--- src/rtl/sram_req_arbiter.sv ---
// ---------------------------------------------------------------------------
// sram_req_arbiter
//   Shares one SRAM-like memory port between the instruction requester (I)
//   and the data requester (D). One address phase is granted at a time and
//   the grant is held until the memory accepts it. The owner of every
//   accepted transaction is pushed into an in-order ID FIFO so that each
//   memory response is routed back to the requester that issued it.
//
//   Optional feature macro: SRAM_ARB_RR_EN
//     defined   : round-robin between I and D on simultaneous requests
//                 (rr_last remembers the last granted port, resets to D).
//     undefined : fixed priority, D wins on simultaneous requests.
//
// Ports
//   clk, reset                 clock, asynchronous active-high reset
//   i_* / d_*  (inputs)        req, wr, size, wstrb, addr, wdata per requester
//   i_addr_ok / d_addr_ok      address phase of that requester accepted
//   i_data_ok / d_data_ok      response for that requester this cycle
//   i_rdata / d_rdata          read data, zero unless the matching data_ok
//   mem_req, mem_wr, mem_size, mem_wstrb, mem_addr, mem_wdata
//                              shared memory request, fields of the owner
//   mem_addr_ok, mem_data_ok, mem_rdata
//                              memory handshakes, responses in accept order
//
// Requests and responses are routed combinationally (0-cycle latency);
// state, the outstanding counter, FIFO pointers and IDs are flops.
// ---------------------------------------------------------------------------
module sram_req_arbiter #(
    parameter int unsigned MAX_OUTST = 2,
    parameter int unsigned CNT_W     = 2
) (
    input  logic        clk,
    input  logic        reset,

    input  logic        i_req,
    input  logic        i_wr,
    input  logic [1:0]  i_size,
    input  logic [3:0]  i_wstrb,
    input  logic [31:0] i_addr,
    input  logic [31:0] i_wdata,
    output logic        i_addr_ok,
    output logic        i_data_ok,
    output logic [31:0] i_rdata,

    input  logic        d_req,
    input  logic        d_wr,
    input  logic [1:0]  d_size,
    input  logic [3:0]  d_wstrb,
    input  logic [31:0] d_addr,
    input  logic [31:0] d_wdata,
    output logic        d_addr_ok,
    output logic        d_data_ok,
    output logic [31:0] d_rdata,

    output logic        mem_req,
    output logic        mem_wr,
    output logic [1:0]  mem_size,
    output logic [3:0]  mem_wstrb,
    output logic [31:0] mem_addr,
    output logic [31:0] mem_wdata,
    input  logic        mem_addr_ok,
    input  logic        mem_data_ok,
    input  logic [31:0] mem_rdata
);

    localparam int unsigned PTR_W = (MAX_OUTST > 1) ? $clog2(MAX_OUTST) : 1;

    // Owner encoding stored in the ID FIFO.
    localparam logic OWN_I = 1'b0;
    localparam logic OWN_D = 1'b1;

    typedef enum logic [1:0] {
        ST_IDLE   = 2'd0,
        ST_LOCK_I = 2'd1,
        ST_LOCK_D = 2'd2
    } state_t;

    state_t                 state_q, state_d;
    logic [CNT_W-1:0]       cnt_q, cnt_d;
    logic [PTR_W-1:0]       wr_ptr_q, wr_ptr_d;
    logic [PTR_W-1:0]       rd_ptr_q, rd_ptr_d;
    logic [MAX_OUTST-1:0]   id_q, id_d;

    logic                   can_grant;
    logic                   pick;
    logic                   req_raw;
    logic                   owner;
    logic                   push;
    logic                   pop;
    logic                   head;

`ifdef SRAM_ARB_RR_EN
    logic                   rr_last_q, rr_last_d;
`endif

    // Pointer advance with wrap at MAX_OUTST (depth need not be a power of 2).
    function automatic logic [PTR_W-1:0] ptr_inc(input logic [PTR_W-1:0] p);
        if (p == PTR_W'(MAX_OUTST - 1)) begin
            return '0;
        end
        return p + PTR_W'(1);
    endfunction

    // Owner choice used only when no grant is locked.
    always_comb begin
        pick = OWN_I;
`ifdef SRAM_ARB_RR_EN
        if (i_req && d_req) begin
            pick = ~rr_last_q;
        end else if (d_req) begin
            pick = OWN_D;
        end
`else
        if (d_req) begin
            pick = OWN_D;
        end
`endif
    end

    // Grant FSM, handshake routing and ID FIFO bookkeeping.
    always_comb begin
        state_d   = state_q;
        cnt_d     = cnt_q;
        wr_ptr_d  = wr_ptr_q;
        rd_ptr_d  = rd_ptr_q;
        id_d      = id_q;
        req_raw   = 1'b0;
        owner     = OWN_I;
`ifdef SRAM_ARB_RR_EN
        rr_last_d = rr_last_q;
`endif

        // The grant decision uses the count at the start of the cycle, so a
        // same-cycle pop never opens a slot for a same-cycle push.
        can_grant = (cnt_q < CNT_W'(MAX_OUTST));

        case (state_q)
            ST_IDLE: begin
                if (can_grant && (i_req || d_req)) begin
                    req_raw = 1'b1;
                    owner   = pick;
                    if (!mem_addr_ok) begin
                        state_d = (pick == OWN_D) ? ST_LOCK_D : ST_LOCK_I;
                    end
                end
            end
            ST_LOCK_I: begin
                req_raw = 1'b1;
                owner   = OWN_I;
                if (mem_addr_ok) begin
                    state_d = ST_IDLE;
                end
            end
            ST_LOCK_D: begin
                req_raw = 1'b1;
                owner   = OWN_D;
                if (mem_addr_ok) begin
                    state_d = ST_IDLE;
                end
            end
            default: begin
                state_d = ST_IDLE;
            end
        endcase

        // Everything visible is suppressed while reset is held.
        push = req_raw && mem_addr_ok && !reset;
        pop  = mem_data_ok && (cnt_q != '0) && !reset;
        head = id_q[rd_ptr_q];

        if (push) begin
            id_d[wr_ptr_q] = owner;
            wr_ptr_d       = ptr_inc(wr_ptr_q);
`ifdef SRAM_ARB_RR_EN
            rr_last_d      = owner;
`endif
        end

        if (pop) begin
            rd_ptr_d = ptr_inc(rd_ptr_q);
        end

        case ({push, pop})
            2'b10:   cnt_d = cnt_q + CNT_W'(1);
            2'b01:   cnt_d = cnt_q - CNT_W'(1);
            default: cnt_d = cnt_q;
        endcase
    end

    // Shared memory request, fields taken from the current owner only.
    always_comb begin
        mem_req   = req_raw && !reset;
        mem_wr    = 1'b0;
        mem_size  = 2'd0;
        mem_wstrb = 4'd0;
        mem_addr  = 32'd0;
        mem_wdata = 32'd0;
        if (mem_req) begin
            if (owner == OWN_D) begin
                mem_wr    = d_wr;
                mem_size  = d_size;
                mem_wstrb = d_wstrb;
                mem_addr  = d_addr;
                mem_wdata = d_wdata;
            end else begin
                mem_wr    = i_wr;
                mem_size  = i_size;
                mem_wstrb = i_wstrb;
                mem_addr  = i_addr;
                mem_wdata = i_wdata;
            end
        end
    end

    // Address-phase acknowledge and response return to the right requester.
    always_comb begin
        i_addr_ok = push && (owner == OWN_I);
        d_addr_ok = push && (owner == OWN_D);
        i_data_ok = pop && (head == OWN_I);
        d_data_ok = pop && (head == OWN_D);
        i_rdata   = i_data_ok ? mem_rdata : 32'd0;
        d_rdata   = d_data_ok ? mem_rdata : 32'd0;
    end

    // State registers.
    always_ff @(posedge clk or posedge reset) begin
        if (reset) begin
            state_q   <= ST_IDLE;
            cnt_q     <= '0;
            wr_ptr_q  <= '0;
            rd_ptr_q  <= '0;
            id_q      <= '0;
`ifdef SRAM_ARB_RR_EN
            rr_last_q <= OWN_D;
`endif
        end else begin
            state_q   <= state_d;
            cnt_q     <= cnt_d;
            wr_ptr_q  <= wr_ptr_d;
            rd_ptr_q  <= rd_ptr_d;
            id_q      <= id_d;
`ifdef SRAM_ARB_RR_EN
            rr_last_q <= rr_last_d;
`endif
        end
    end

endmodule

--- config.mk ---
export PLATFORM = sky130hd
export DESIGN_NAME = sram_req_arbiter
export DESIGN_NICKNAME = d
export VERILOG_FILES = /design/src/rtl/sram_req_arbiter.sv
export SDC_FILE = /design/constraint.sdc
export NUM_CORES = 1
export LEC_CHECK = 0
export BUFFER_PORTS_ARGS = -buffer_cell sky130_fd_sc_hd__buf_2
export CAP_MARGIN = 20
export CORE_AREA = 2 2 123 125
export DETAILED_ROUTE_END_ITERATION = 16
export DIE_AREA = 0 0 125 127
export MAX_ROUTING_LAYER = met4
export PLACE_DENSITY = 0.5
export SYNTH_ARGS = -nofsm -noshare
export SYNTH_HDL_FRONTEND = slang
export SYNTH_SLANG_ARGS = --single-unit
--- constraint.sdc ---
create_clock -name clk -period 1.8 [get_ports clk]
set_clock_uncertainty 0.15 [all_clocks]
set_input_delay 0.36 -clock clk [delete_from_list [all_inputs] [get_ports clk]]
set_output_delay 0.36 -clock clk [all_outputs]
set_load 0.03 [all_outputs]
# Yosys cells after proc, flatten, opt, wreduce, memory -nomap -nowiden
# Index checks and enable logic that the tools add are counted.
# word_totals
output_inout_bits	140
word_cells	76
regBits	8
input_bits	180
# op_classes
bitwise_logic	2
muxes	36
reduce_logical	18
addsub	4
n_lt_le_gt_ge	4
n_eq_ne	7
# ops
op	count
2-to-1 mux 32 bit	6
2-to-1 mux 1 bit	16
2-to-1 mux 2 bit	6
logical AND 1 bit	11
2-to-1 mux 4 bit	2
case mux 2 bit (2 select lines)	2
== test 2 x 1 -> 1 bit, second input constant	2
== test 2 bit, second input constant	2
< comparator 1 x 2 -> 1 bit, second input constant	2
inequality test 2 bit, second input constant	2
case mux 1 bit (2 select lines)	2
nonzero test 2 bit	2
AND reduction 3 bit	1
adder 1 bit, second input constant	2
adder 2 x 1 -> 2 bit, second input constant	1
bitwise mux 2 bit	1
zero test 2 bit	1
< comparator 2 bit, second input constant	1
inequality test 2 x 1 -> 1 bit, second input constant	1
inverter 1 bit	2
OR reduction 2 bit	1
subtractor 2 x 1 -> 2 bit, second input constant	1
demux 1 bit (select 1 bit)	1
>= comparator 1 bit, second input constant	1
other kinds (2)	2

# Longest topological paths before layout
# depth
word_depth	8
mapped_depth	9
depth_no_buf	9

# Worst setup path after synthesis
# OpenSTA, ideal clock, no wires.
# synth_timing
kind	register -> output
from	reg state_q[0]
to	out mem_addr[10]
arrival_time_ns	1.799
path_stages_with_launch	9
slack_ns	-0.509
n_path_buf	2
required_ns	1.290
path_cell_list	dfrtp_1 inv_1 ha_1 nor2b_4 a21o_2 buf_6 buf_6 nand2_1 a21oi_1
# synth_between
elab_chain_len	5
elab_cells_between_ends	9
cone_classes	2 x eq/ne; 4 x mux; 3 x reduce/logical
# synth_rtl
item	line_no	source
from (decl)	78	state_t state_q, state_d;
from (signal assigned)	237	state_q <= state_d;
== test 2 bit / == test 2 x 1 -> 1 bit (equally long branches)	137	case (state_q)
OR reduction 2 bit (no line)	n/a	
case mux 1 bit (2 select lines)	137	
logical AND 1 bit	192	mem_req = req_raw && !reset;
2-to-1 mux 32 bit (*)	198	if (mem_req) begin
to (decl)	59	output logic [31:0] mem_addr,
# Mark *: on every way between the ends. The rest lies on a longest branch, timed or not.

# Worst setup path after layout
# layout_timing
from	reg state_q[0]
to	out mem_wstrb[1]
# layout_between
elab_chain_len	5
elab_cells_between_ends	9
cone_classes	2 x eq/ne; 4 x mux; 3 x reduce/logical
# layout_rtl
item	line_no	source
== test 2 bit / == test 2 x 1 -> 1 bit (equally long branches)	137	
OR reduction 2 bit (no line)	n/a	
case mux 1 bit (2 select lines)	137	
logical AND 1 bit	192	
2-to-1 mux 4 bit (*)	198	
to (decl)	58	output logic [3:0] mem_wstrb,
# Marked as above.

==> reports/results.tsv <==
stage	metric	value	unit
outcome	status	finished with violations	
outcome	violated checks	negative setup slack	
die	I/O pins	320	
layout	Fillers	1235	
timing	Slew Viols, Final	0	
drt	Via density	4.39	
setup_path	reg2reg path depth	12	
setup_path	reg2reg end	cnt_q[1]	
setup_path	Crit. End Element	output pin	
setup_path	r2r startpoint	state_q[0]	
place	Placer Congestion	0.757	
timing	fin crit share	1.32	
setup_path	Crit path required time	1.29	ns
timing	Slew @ Worst Pin	0.359	ns
setup_path	worst setup path startpoint	state_q[0]	
setup_path	Critical Path End	mem_wstrb[1]	
synth	Warnings, synthesis	0	
setup_path	CP Max Fanout	8	
die	core area	14400	um^2
place	DPL Wire Length	9.72	mm
timing	fmax	0.422	GHz
drt	via count	4132	
timing	Slew Limit Headroom	0.758	
die	Initial Util	0.140	
place	Buffers on Ports	319	
synth	#FFs+latches synth	8	
die	chip width	125	um
drt	iteration-0 DRC count of the detailed router	71	
layout	Nets	941	
timing	RSZ-0062 raised after global routing	true	
clock_tree	Clock Tree Root	clkbuf_16	
synth	synthesized area	2020	um^2
setup_path	Worst EP arrival	1.86	ns
timing	Final min period	2.37	ns
synth	Mapped Nets	574	
clock_tree	clock buffer depth	2	
timing	crit path setup slack, layout	-0.570	ns
layout	area grow syn2layout	286	%
global_route	initial antenna violation count	3	
clock_tree	H-tree levels	1	
synth	post-synthesis cell count	390	
global_route	vias in the first global route	4448	
place	dpl cell area	5140	um^2
timing	final setup vio count	145	
timing	final hold slack	0.300	ns
drt	post-route ant nets	0	
global_route	Tot GR Track Use	0.187	
setup_path	crit path kind	reg2out	
pwr	Pleak	3.30	nW
die	chip height	127	um
synth	Seq/Total Area, Yosys	0.0993	
die	# rows	44	
pwr	Pwr Density	1610	nW/um^2
drt	DR DRC count	0	
clock_tree	CTS tree	yes	
global_route	Congestion Overflow GR	0	
timing	final-report hold violation count	0	
clock_tree	CTS buffer count	3	
layout	share of cells above drive strength 1	0.885	
hold_path	Hold WC Path Type	in2reg	
drt	wire per inst	16.8	um
layout	fin area	7790	um^2
job	total of max-cap violations	0	
drt	Total Wirelength	15.8	mm
synth	per-instance average area after synthesis	5.17	um^2
setup_path	r2r setup slk	-0.36	ns
global_route	largest net degree at the start of global routing	30	
global_route	first-pass GRT wire length	23.5	mm
clock_tree	Worst-Skew Late Latency	0.23	ns
drt	first drt pass iteration count	5	
synth	synth unique cells	27	
layout	post-route non-filler standard cell count	942	
clock_tree	Reg clk slew, reported paths	0.04	ns
layout	commonest non-fill, non-tap cell in the layout	buf_2	
place	DP Cell Count	893	
pwr	Peak VDD IR	1100	uV
die	Die ar.	15900	um^2
layout	most frequent cells in the layout	buf_2, buf_6, nor2_4	
setup_path	Critical Path Source Type	flip-flop	
clock_tree	clock sink count	8	
## layer usage
layer  vias to the layer above  wire [um]  track usage
li1                       1982          -            -
met1                      1930       5850        0.206
met2                       204       8680        0.356
met3                        16       1030       0.0343
met4                         0        295       0.0359
met5                         -          0            -
## critical path, cell delays in order (launching register included)
cell and delay, ns:
dfrtp_1 0.39, inv_2 0.08, ha_4 0.14, nor2b_4 0.18, a21o_4 0.17, buf_12 0.16
buf_16 0.15, nand2_2 0.06, a21oi_2 0.15, buf_6 0.15
## through the flow
step            util  worst slack (ns)  setup TNS [ns]  total power [mW]
2_1_floorplan      -            -0.428          -19.95              6.20
3_3_place_gp   0.356            -0.431          -34.86              8.26
3_5_place_dp   0.356            -0.454          -35.73              8.25
4_1_cts        0.512            -0.575          -59.88              11.8
5_1_grt        0.540            -0.659          -69.11              13.2
6_report       0.540            -0.570          -58.42              12.6
## cells by family (layout without fill, tap and decap cells)
kind of cell	Yosys count	in the layout	synth area share
compound gates	77	77	0.208
xor+xnor	5	5	0.0217
fa+ha+maj	4	4	0.0248
buf+inv	37	402	0.128
flops	8	8	0.0993
mux	6	6	0.0316
other cells	0	3	0
simple gates	253	253	0.486
## report_power, final
group	total [mW]	internal, mW	leakage (nW)	switching (mW)
Sequential	0.363	0.272	0.0969	0.0909
Clock	0.372	0.286	0.0370	0.0857
Combinational	11.8	5.23	3.17	6.61
Total	12.6	5.79	3.30	6.79
## worst min-delay path by stage
stage	start	end	cells past startpoint
floorplan	reset	cnt_q[0]	1
global placement	reset	state_q[1]	3
detailed placement	reset	state_q[1]	3
CTS	d_req	state_q[1]	3
global route	d_req	state_q[1]	3
finish	d_req	state_q[1]	3
## cell type report
| cell class | count | area (um^2) | area share |
|---|---|---|---|
| clock buffers | 3 | 75.1 | 0.00964 |
| well taps | 184 | 230 | 0.0295 |
| inverters | 5 | 22.5 | 0.00289 |
| flip-flops and latches | 8 | 201 | 0.0259 |
| repair buffers | 394 | 3640 | 0.468 |
| diodes | 3 | 7.51 | 0.000964 |
| multi-input cells | 345 | 3610 | 0.463 |
## what timing repair did
action,4_1_cts,5_1_grt
gates resized for setup,420,106
pin swaps,47,62
gates cloned,15,6
endpoints found under the hold margin,8,0
setup endpoints to repair,145,145
setup buffers,28,1
hold buffers,1,0
## registers in the layout (all words and copies together) (netlist names)
signal and cells:
rd_ptr_q 1, state_q 2, id_q 2, cnt_q 2, wr_ptr_q 1
## cell usage after synthesis
cell / number / share of area
nand2_1: 175 / 0.33
a21oi_1: 69 / 0.17
nor2_1: 69 / 0.13
buf_6: 14 / 0.078
buf_2: 12 / 0.030
dfrtp_1: 8 / 0.099
clkbuf_1: 6 / 0.011
inv_1: 5 / 0.0093
ha_1: 4 / 0.025
mux2_2: 3 / 0.017
mux2i_1: 3 / 0.015
xnor2_1: 3 / 0.013
a21oi_2: 2 / 0.0087
and2_1: 2 / 0.0062
nand2b_1: 2 / 0.0062
xor2_1: 2 / 0.0087
a21o_2: 1 / 0.0043
a21oi_4: 1 / 0.0081
nand2_2: 1 / 0.0031
nand3_1: 1 / 0.0025
nand4_1: 1 / 0.0031
nand4b_1: 1 / 0.0043
nor2b_4: 1 / 0.0068
o211a_1: 1 / 0.0050
o21ai_0: 1 / 0.0025
o21ai_2: 1 / 0.0043
o31ai_1: 1 / 0.0037
No activity file was read; power rests on OpenSTA's default activity.
